### config.mk
export PLATFORM = sky130hd
export DESIGN_NAME = sync_count_monitor
export DESIGN_NICKNAME = d
export VERILOG_FILES = /design/src/rtl/count_mon_pkg.sv /design/src/rtl/sat_counter.sv /design/src/rtl/sync_count_monitor.sv
export SDC_FILE = /design/constraint.sdc
export NUM_CORES = 1
export LEC_CHECK = 0
export ABC_AREA = 1
export BUFFER_PORTS_ARGS = -buffer_cell sky130_fd_sc_hd__buf_2
export CORE_MARGIN = 5
export CORE_UTILIZATION = 45
export DETAILED_ROUTE_END_ITERATION = 10
export HOLD_SLACK_MARGIN = 0.15
export PLACE_DENSITY = 0.67
export SLEW_MARGIN = 25
export SYNTH_ARGS = -nofsm -noshare
export SYNTH_HDL_FRONTEND = slang
export SYNTH_HIERARCHICAL = 1
export SYNTH_SLANG_ARGS = --single-unit
export TNS_END_PERCENT = 5
### constraint.sdc
create_clock -name CLK -period 6.1 [get_ports CLK]
set_clock_uncertainty 0.05 [all_clocks]
set_input_delay 0.305 -clock CLK [delete_from_list [all_inputs] [get_ports CLK]]
set_output_delay 0.305 -clock CLK [all_outputs]
set_load 0.01 [all_outputs]
### src/rtl/count_mon_pkg.sv
// Shared types for the counter monitor: FSM state encoding and run-length width.
package count_mon_pkg;

    localparam int RUN_W = 8;

    typedef enum logic [1:0] {
        S_INIT = 2'd0,
        S_ACQ  = 2'd1,
        S_LOCK = 2'd2
    } mon_state_t;

endpackage

### src/rtl/sat_counter.sv
// Saturating up counter; holds at all-ones once full, clear has priority over inc.
module sat_counter #(
    parameter int W = 8
) (
    input  logic         clk,
    input  logic         rst_n,
    input  logic         inc,
    input  logic         clear,
    output logic [W-1:0] value
);

    always_ff @(posedge clk or negedge rst_n) begin
        if (!rst_n) begin
            value <= '0;
        end else if (clear) begin
            value <= '0;
        end else if (inc && (value != {W{1'b1}})) begin
            value <= value + 1'b1;
        end
    end

endmodule

### src/rtl/sync_count_monitor.sv
// Observes a free-running up counter and reports lock, wrap and step errors.
// Optional ERR_STICKY output is enabled with `define COUNT_MON_STICKY_EN.
module sync_count_monitor
    import count_mon_pkg::*;
#(
    parameter int WIDTH    = 3,
    parameter int LOCK_LEN = 4,
    parameter int ERRW     = 8
) (
    input  logic             CLK,
    input  logic             RST_N,
    input  logic [WIDTH-1:0] Q_IN,
    output logic             LOCKED,
    output logic             WRAP,
    output logic             ERR,
`ifdef COUNT_MON_STICKY_EN
    output logic             ERR_STICKY,
`endif
    output logic [ERRW-1:0]  ERR_CNT
);

    localparam logic [RUN_W-1:0] LOCK_TGT = RUN_W'(LOCK_LEN);

    mon_state_t       state;
    logic [WIDTH-1:0] prev;
    logic [WIDTH-1:0] prev_inc;
    logic [RUN_W-1:0] run;
    logic [RUN_W-1:0] run_inc;
    logic             good;
    logic             prev_max;
    logic             err_evt;

    // Carry out of the increment is dropped so all-ones -> 0 is a good step.
    assign prev_inc = prev + 1'b1;
    assign run_inc  = run + 1'b1;
    assign good     = (Q_IN == prev_inc);
    assign prev_max = (prev == {WIDTH{1'b1}});
    assign err_evt  = (state == S_LOCK) && !good;

    always_ff @(posedge CLK or negedge RST_N) begin
        if (!RST_N) begin
            state  <= S_INIT;
            prev   <= '0;
            run    <= '0;
            LOCKED <= 1'b0;
            WRAP   <= 1'b0;
            ERR    <= 1'b0;
        end else begin
            prev <= Q_IN;
            WRAP <= 1'b0;
            ERR  <= 1'b0;
            case (state)
                S_INIT: state <= S_ACQ;
                S_ACQ: begin
                    if (good) begin
                        WRAP <= prev_max;
                        if (run_inc == LOCK_TGT) begin
                            state  <= S_LOCK;
                            LOCKED <= 1'b1;
                            run    <= '0;
                        end else begin
                            run <= run_inc;
                        end
                    end else begin
                        run <= '0;
                    end
                end
                S_LOCK: begin
                    if (good) begin
                        WRAP <= prev_max;
                    end else begin
                        ERR    <= 1'b1;
                        LOCKED <= 1'b0;
                        run    <= '0;
                        state  <= S_ACQ;
                    end
                end
                default: state <= S_INIT;
            endcase
        end
    end

    sat_counter #(.W(ERRW)) u_err_cnt (
        .clk   (CLK),
        .rst_n (RST_N),
        .inc   (err_evt),
        .clear (1'b0),
        .value (ERR_CNT)
    );

`ifdef COUNT_MON_STICKY_EN
    // Only reset clears it; counter saturation has no bearing.
    always_ff @(posedge CLK or negedge RST_N) begin
        if (!RST_N) begin
            ERR_STICKY <= 1'b0;
        end else if (err_evt) begin
            ERR_STICKY <= 1'b1;
        end
    end
`endif

endmodule
# ---- After elaboration in Yosys (flattened, before gate mapping)
# Index checks and enable logic that the tools add are counted.
dict set report totals {
  ff_bits 24
  inputBits 5
  out_inout_bits 11
  elab_cells 44
}
dict set report op_classes {
  add_sub_neg 3
  eq_ne 9
  n_mux 16
  reduce_logical 9
}
# op count
set op_table {}
lappend op_table {{$mux 8} 3}
lappend op_table {{$add 8x1->8 const B} 2}
lappend op_table {{$pmux 8 s2} 1}
lappend op_table {{$eq 8x3->1 const B} 1}
lappend op_table {{$ne 8x8->1 const B} 1}
lappend op_table {{$mux 1} 7}
lappend op_table {{$mux 2} 3}
lappend op_table {{$ne 2x2->1 const B} 3}
lappend op_table {{$pmux 2 s3} 1}
lappend op_table {{$reduce_and 4->1} 1}
lappend op_table {{$add 3x1->3 const B} 1}
lappend op_table {{$eq 3x3->1} 1}
lappend op_table {{$eq 3x3->1 const B} 1}
lappend op_table {{$reduce_and 3->1} 1}
lappend op_table {{$eq 2x1->1 const B} 1}
lappend op_table {{$eq 2x2->1 const B} 1}
lappend op_table {{$logic_and 1x1->1} 2}
lappend op_table {{$logic_not 2->1} 1}
lappend op_table {{$pmux 1 s2} 1}
lappend op_table {{$reduce_and 2->1} 1}
lappend op_table {{$reduce_bool 2->1} 1}
lappend op_table {{$reduce_or 2->1} 1}
lappend op_table {{$logic_not 1->1} 1}

# ---- Logic depth before layout (Yosys ltp)
dict set report depth {
  ltp_word 5
  mapped_depth 11
  depth_no_buf 11
}

# ---- Hierarchy
# The synthesis kept the hierarchy.
# module n_inst cells_per_inst area_per_inst_um2 seq_area_each_um2
set by_module_without_submodules {}
lappend by_module_without_submodules {sync_count_monitor 1 106 927.1 400.4}
lappend by_module_without_submodules {sat_counter 1 74 511.7 200.2}

# ---- Worst setup path before layout
# No wires, ideal clock.
dict set report synth_path {
  kind {register to register}
  startpoint {register prev[0]}
  endpoint {register u_err_cnt.value[7]}
  setup_time_ns 0.113
  arrival_time_ns 1.776
  required_time_ns 5.937
  path_slack_ns 4.161
  stages_incl_launch_ff 12
  path_buffers 0
  period_less_slack_ns 1.939
  path_cell_list {dfrtp_1 ha_1 ha_1 xnor2_1 nand3_1 nand2_1 inv_1 inv_1 a21oi_1 nand3_1 nand2_1 inv_1}
}
dict set report synth_via {
  elab_chain_cells 5
}
# item line
set synth_rtl {}
lappend synth_rtl {{from (decl)} sync_count_monitor.sv:25} ;# logic [WIDTH-1:0] prev;
lappend synth_rtl {{from (signal assigned)} sync_count_monitor.sv:43} ;# prev <= '0;
lappend synth_rtl {{from (signal assigned)} sync_count_monitor.sv:49} ;# prev <= Q_IN;
lappend synth_rtl {{$add 3x1->3} sync_count_monitor.sv:34} ;# assign prev_inc = prev + 1'b1;
lappend synth_rtl {{$eq 3x3->1} sync_count_monitor.sv:36} ;# assign good = (Q_IN == prev_inc);
lappend synth_rtl {{$logic_not 1->1} sync_count_monitor.sv:38} ;# assign err_evt = (state == S_LOCK) && !good;
lappend synth_rtl {{$logic_and 1x1->1} sync_count_monitor.sv:38}
lappend synth_rtl {{via err_evt} sync_count_monitor.sv:31} ;# logic err_evt;
lappend synth_rtl {{$logic_and 1x1->1} sat_counter.sv:17} ;# end else if (inc && (value != {W{1'b1}})) begin
lappend synth_rtl {{to (signal assigned)} sat_counter.sv:18} ;# value <= value + 1'b1;
lappend synth_rtl {{to (decl)} sat_counter.sv:9} ;# output logic [W-1:0] value
# The timed path passes the listed nets, and every way through them passes these cells.
# A chain may end at the register's enable or synchronous reset.

# ---- Worst setup path in the final report
# Ends and elaborated chain as after synthesis.

==> results_dict.tcl <==
set metrics [dict create \
    post-cts-setup-buffers 0 \
    grtUsageTotal_pct 14.4 \
    slew_viol_final 0 \
    cts_tree "built" \
    crit_path_frequent_cell "inv_1" \
    port_buffers 15 \
    seq_power_share_pct 47.0 \
    hold_viol_final 0 \
    hp-class "input pin to asynchronous set/reset pin" \
    synth.avg_cell_area_um2 7.99 \
    grt.overflow.total 0 \
    relSlewSlack_pct 64.0 \
    dp_slack_ns 3.95 \
    cts_resized 0 \
    clk_pin_slew_ns 0.14 \
    rows 20 \
    viasPerCell 4.69 \
    die_height_um 66.5 \
    cts-buffers-inserted 3 \
    wl_mm 2.77 \
    tightest_slew_ns 0.541 \
    synthToLayoutAreaGrowth_pct 15.9 \
    yosys_warnings 6 \
    dpl-instance-area_mm2 0.00159 \
    start_util_pct 47.1 \
    status "completed" \
    grt_max_degree 25 \
    antenna_cells 0 \
    num_vias 1187 \
    cts_sinks 24 \
    layout_setup_ws_ns 3.93 \
    layoutNonFillerInstCount 253 \
    cts_hold_buf 4 \
    routedWlPerCell_um 10.9 \
    clk_path_buf_depth 2 \
    fp.dieW_um 66.5 \
    cts_max_level 1 \
    cp_max_fo 5 \
    setup_violations 0 \
    slowest_stage "dfrtp_1" \
    drtIter0Drc 48 \
    dieArea_mm2 0.00443 \
    stdcell_area_mm2 0.00167 \
    cts_root_buf "clkbuf_4" \
    worstSkewPairLatency_ns 0.32 \
    synth_seq_cells 24 \
    synth_top_family_by_area "simple AND/OR/NAND/NOR gates" \
    switching_power_mw 0.162 \
    period_needed_ns 2.17 \
    grt_pass1_wl_mm 4.97 \
    maxCapViolations 0 \
    rsz0062_at_grt "no" \
    nFillCells 311 \
    drc 0 \
    place_inst 245 \
    critPathKind "register to register" \
    p_comb_share_pct 32.6 \
    coreArea_mm2 0.00305 \
    synthDistinctLibCells 27 \
    p_int_mw 0.265 \
    arrival_ns 2.35 \
    fmax_mhz 462 \
    ioPinCount 16 \
    synthAdderAreaFrac_pct 6.96 \
    irDropWorstVdd_mv 0.156 \
    ys_seq_area_share_pct 41.7 \
    fin_util_pct 54.6 \
    antenna_found_initial 0 \
    crit_buf_inv 3 \
    post-dp-hpwl_mm 2.15 \
    synth-simple-area-share_pct 32.2 \
    whs_ns 0.433 \
    power_density_mw_per_mm2 256 \
    globalplace.congestion 0.875 \
    p_leak_nw 0.830 \
    crit_required_ns 6.29 \
    min_period_over_period_pct 35.5 \
    grt_pass1_vias 1185 \
    path_cells "ha_1, ha_1, xnor2_1, nand3_1, nand2_1, inv_1, inv_1, a21oi_1, nand3_1, nand2_1, inv_1" \
    nets 223 \
    cp-end-kind "register" \
    synthesis.instances 180 \
    ant_nets 0 \
    drive_gt1_share_pct 18.7 \
    slowest_delay_ns 0.42 \
    cp-start-kind "register" \
    power.total_mw 0.427 \
    clkPwrFrac_pct 20.4 \
    cp_top_family "adder cells" \
    finalSetupTns_ns 0 \
    swShare_pct 37.9 \
    yosys.area_share.xor_xnor_pct 3.04 \
    dr.pass1.iters 4 \
    synthMuxAreaShare_pct 0 \
    synth_compound_area_share_pct 8.96 \
    syn_area_mm2 0.00144 \
]
## cells in the mapped netlist
cell / number / area (um2)
inv_2: 1 / 3.75
nand2_4: 1 / 11.3
nor3_2: 1 / 10.0
ha_1: 8 / 100
xor2_1: 3 / 26.3
nand2_1: 49 / 184
dfrtp_1: 24 / 601
inv_1: 23 / 86.3
o21ai_0: 5 / 25.0
a21oi_2: 1 / 8.76
o22ai_1: 2 / 12.5
clkinv_4: 1 / 8.76
o21ai_1: 4 / 20.0
nor2_4: 1 / 11.3
nor2_1: 13 / 48.8
nand2_2: 5 / 31.3
conb_1: 1 / 3.75
o21ai_2: 1 / 8.76
nand3_1: 18 / 90.1
a21oi_1: 4 / 20.0
o21bai_1: 2 / 15.0
nand3_2: 3 / 30.0
o21bai_4: 1 / 18.8
xnor2_1: 2 / 17.5
nor2_2: 3 / 18.8
nand3_4: 1 / 17.5
nor3_1: 2 / 10.0
## per-layer routing
layer | vias to the layer above | part of all wire, % | routed length [um] | global-route usage, %
li1 | 625 | - | - | -
met1 | 542 | 46 | 1280 | 18.0
met2 | 16 | 49 | 1350 | 24.8
met3 | 4 | 3.6 | 99 | 2.36
met4 | 0 | 1.4 | 39 | 5.58
met5 | - | 0 | 0 | 0
## cells in the final DEF, fill, tap and decap left out, types with 5 or more instances in the layout
master   instances
nand2_1         49
ha_1             8
nor2_1          13
inv_1           23
dfrtp_1         24
o21ai_0          5
buf_2           15
conb_1           7
nand3_1         18
nand2_2          5
## cell type report
class	instances	area [um2]	share of cell area, %
clock buffer	4	36.3	2.18
tap	44	55.1	3.30
sequential	24	601	36.0
multi-input combinational	137	762	45.7
timing repair buffer	19	115	6.90
inverter	25	98.8	5.93
## flip-flops by register name, indices dropped and copies added, names as in the netlist
register / cells
LOCKED: 1
run: 8
WRAP: 1
ERR: 1
u_err_cnt/value: 8
prev: 3
state: 2
## power by group through the flow
stage                     logic [mW]  clock network [mW]  registers, mW
after detailed placement       0.139                   0          0.204
final                          0.140              0.0871          0.201
after floorplan               0.0944                   0          0.205
after global placement         0.134                   0          0.203
after global routing           0.164              0.0954          0.204
after CTS                      0.141              0.0899          0.201
## final timing paths
check                                    from  cells after the start  slack, ns                             end
max                         prev[0]$_DFF_PN0_                     11       3.93  u_err_cnt/value[7]$_DFFE_PN0P_
max in group asynchronous               RST_N                      2       5.21            state[0]$_DFFE_PN0P_
min                                     RST_N                      2       0.43  u_err_cnt/value[1]$_DFFE_PN0P_
max reg2reg                 prev[0]$_DFF_PN0_                     11       3.93  u_err_cnt/value[7]$_DFFE_PN0P_
min in group CLK           run[0]$_DFFE_PN0P_                      1       0.48              run[0]$_DFFE_PN0P_
min reg2reg                run[0]$_DFFE_PN0P_                      1       0.48              run[0]$_DFFE_PN0P_
## cell families after synthesis
group,Yosys count
buffers and inverters,25
and+or+nand+nor,97
adders and majority gates,8
xor gates and xnor gates,5
other,1
DFF,24
AOI/OAI and AO/OA,20
Power figures use the tool's default switching activity.
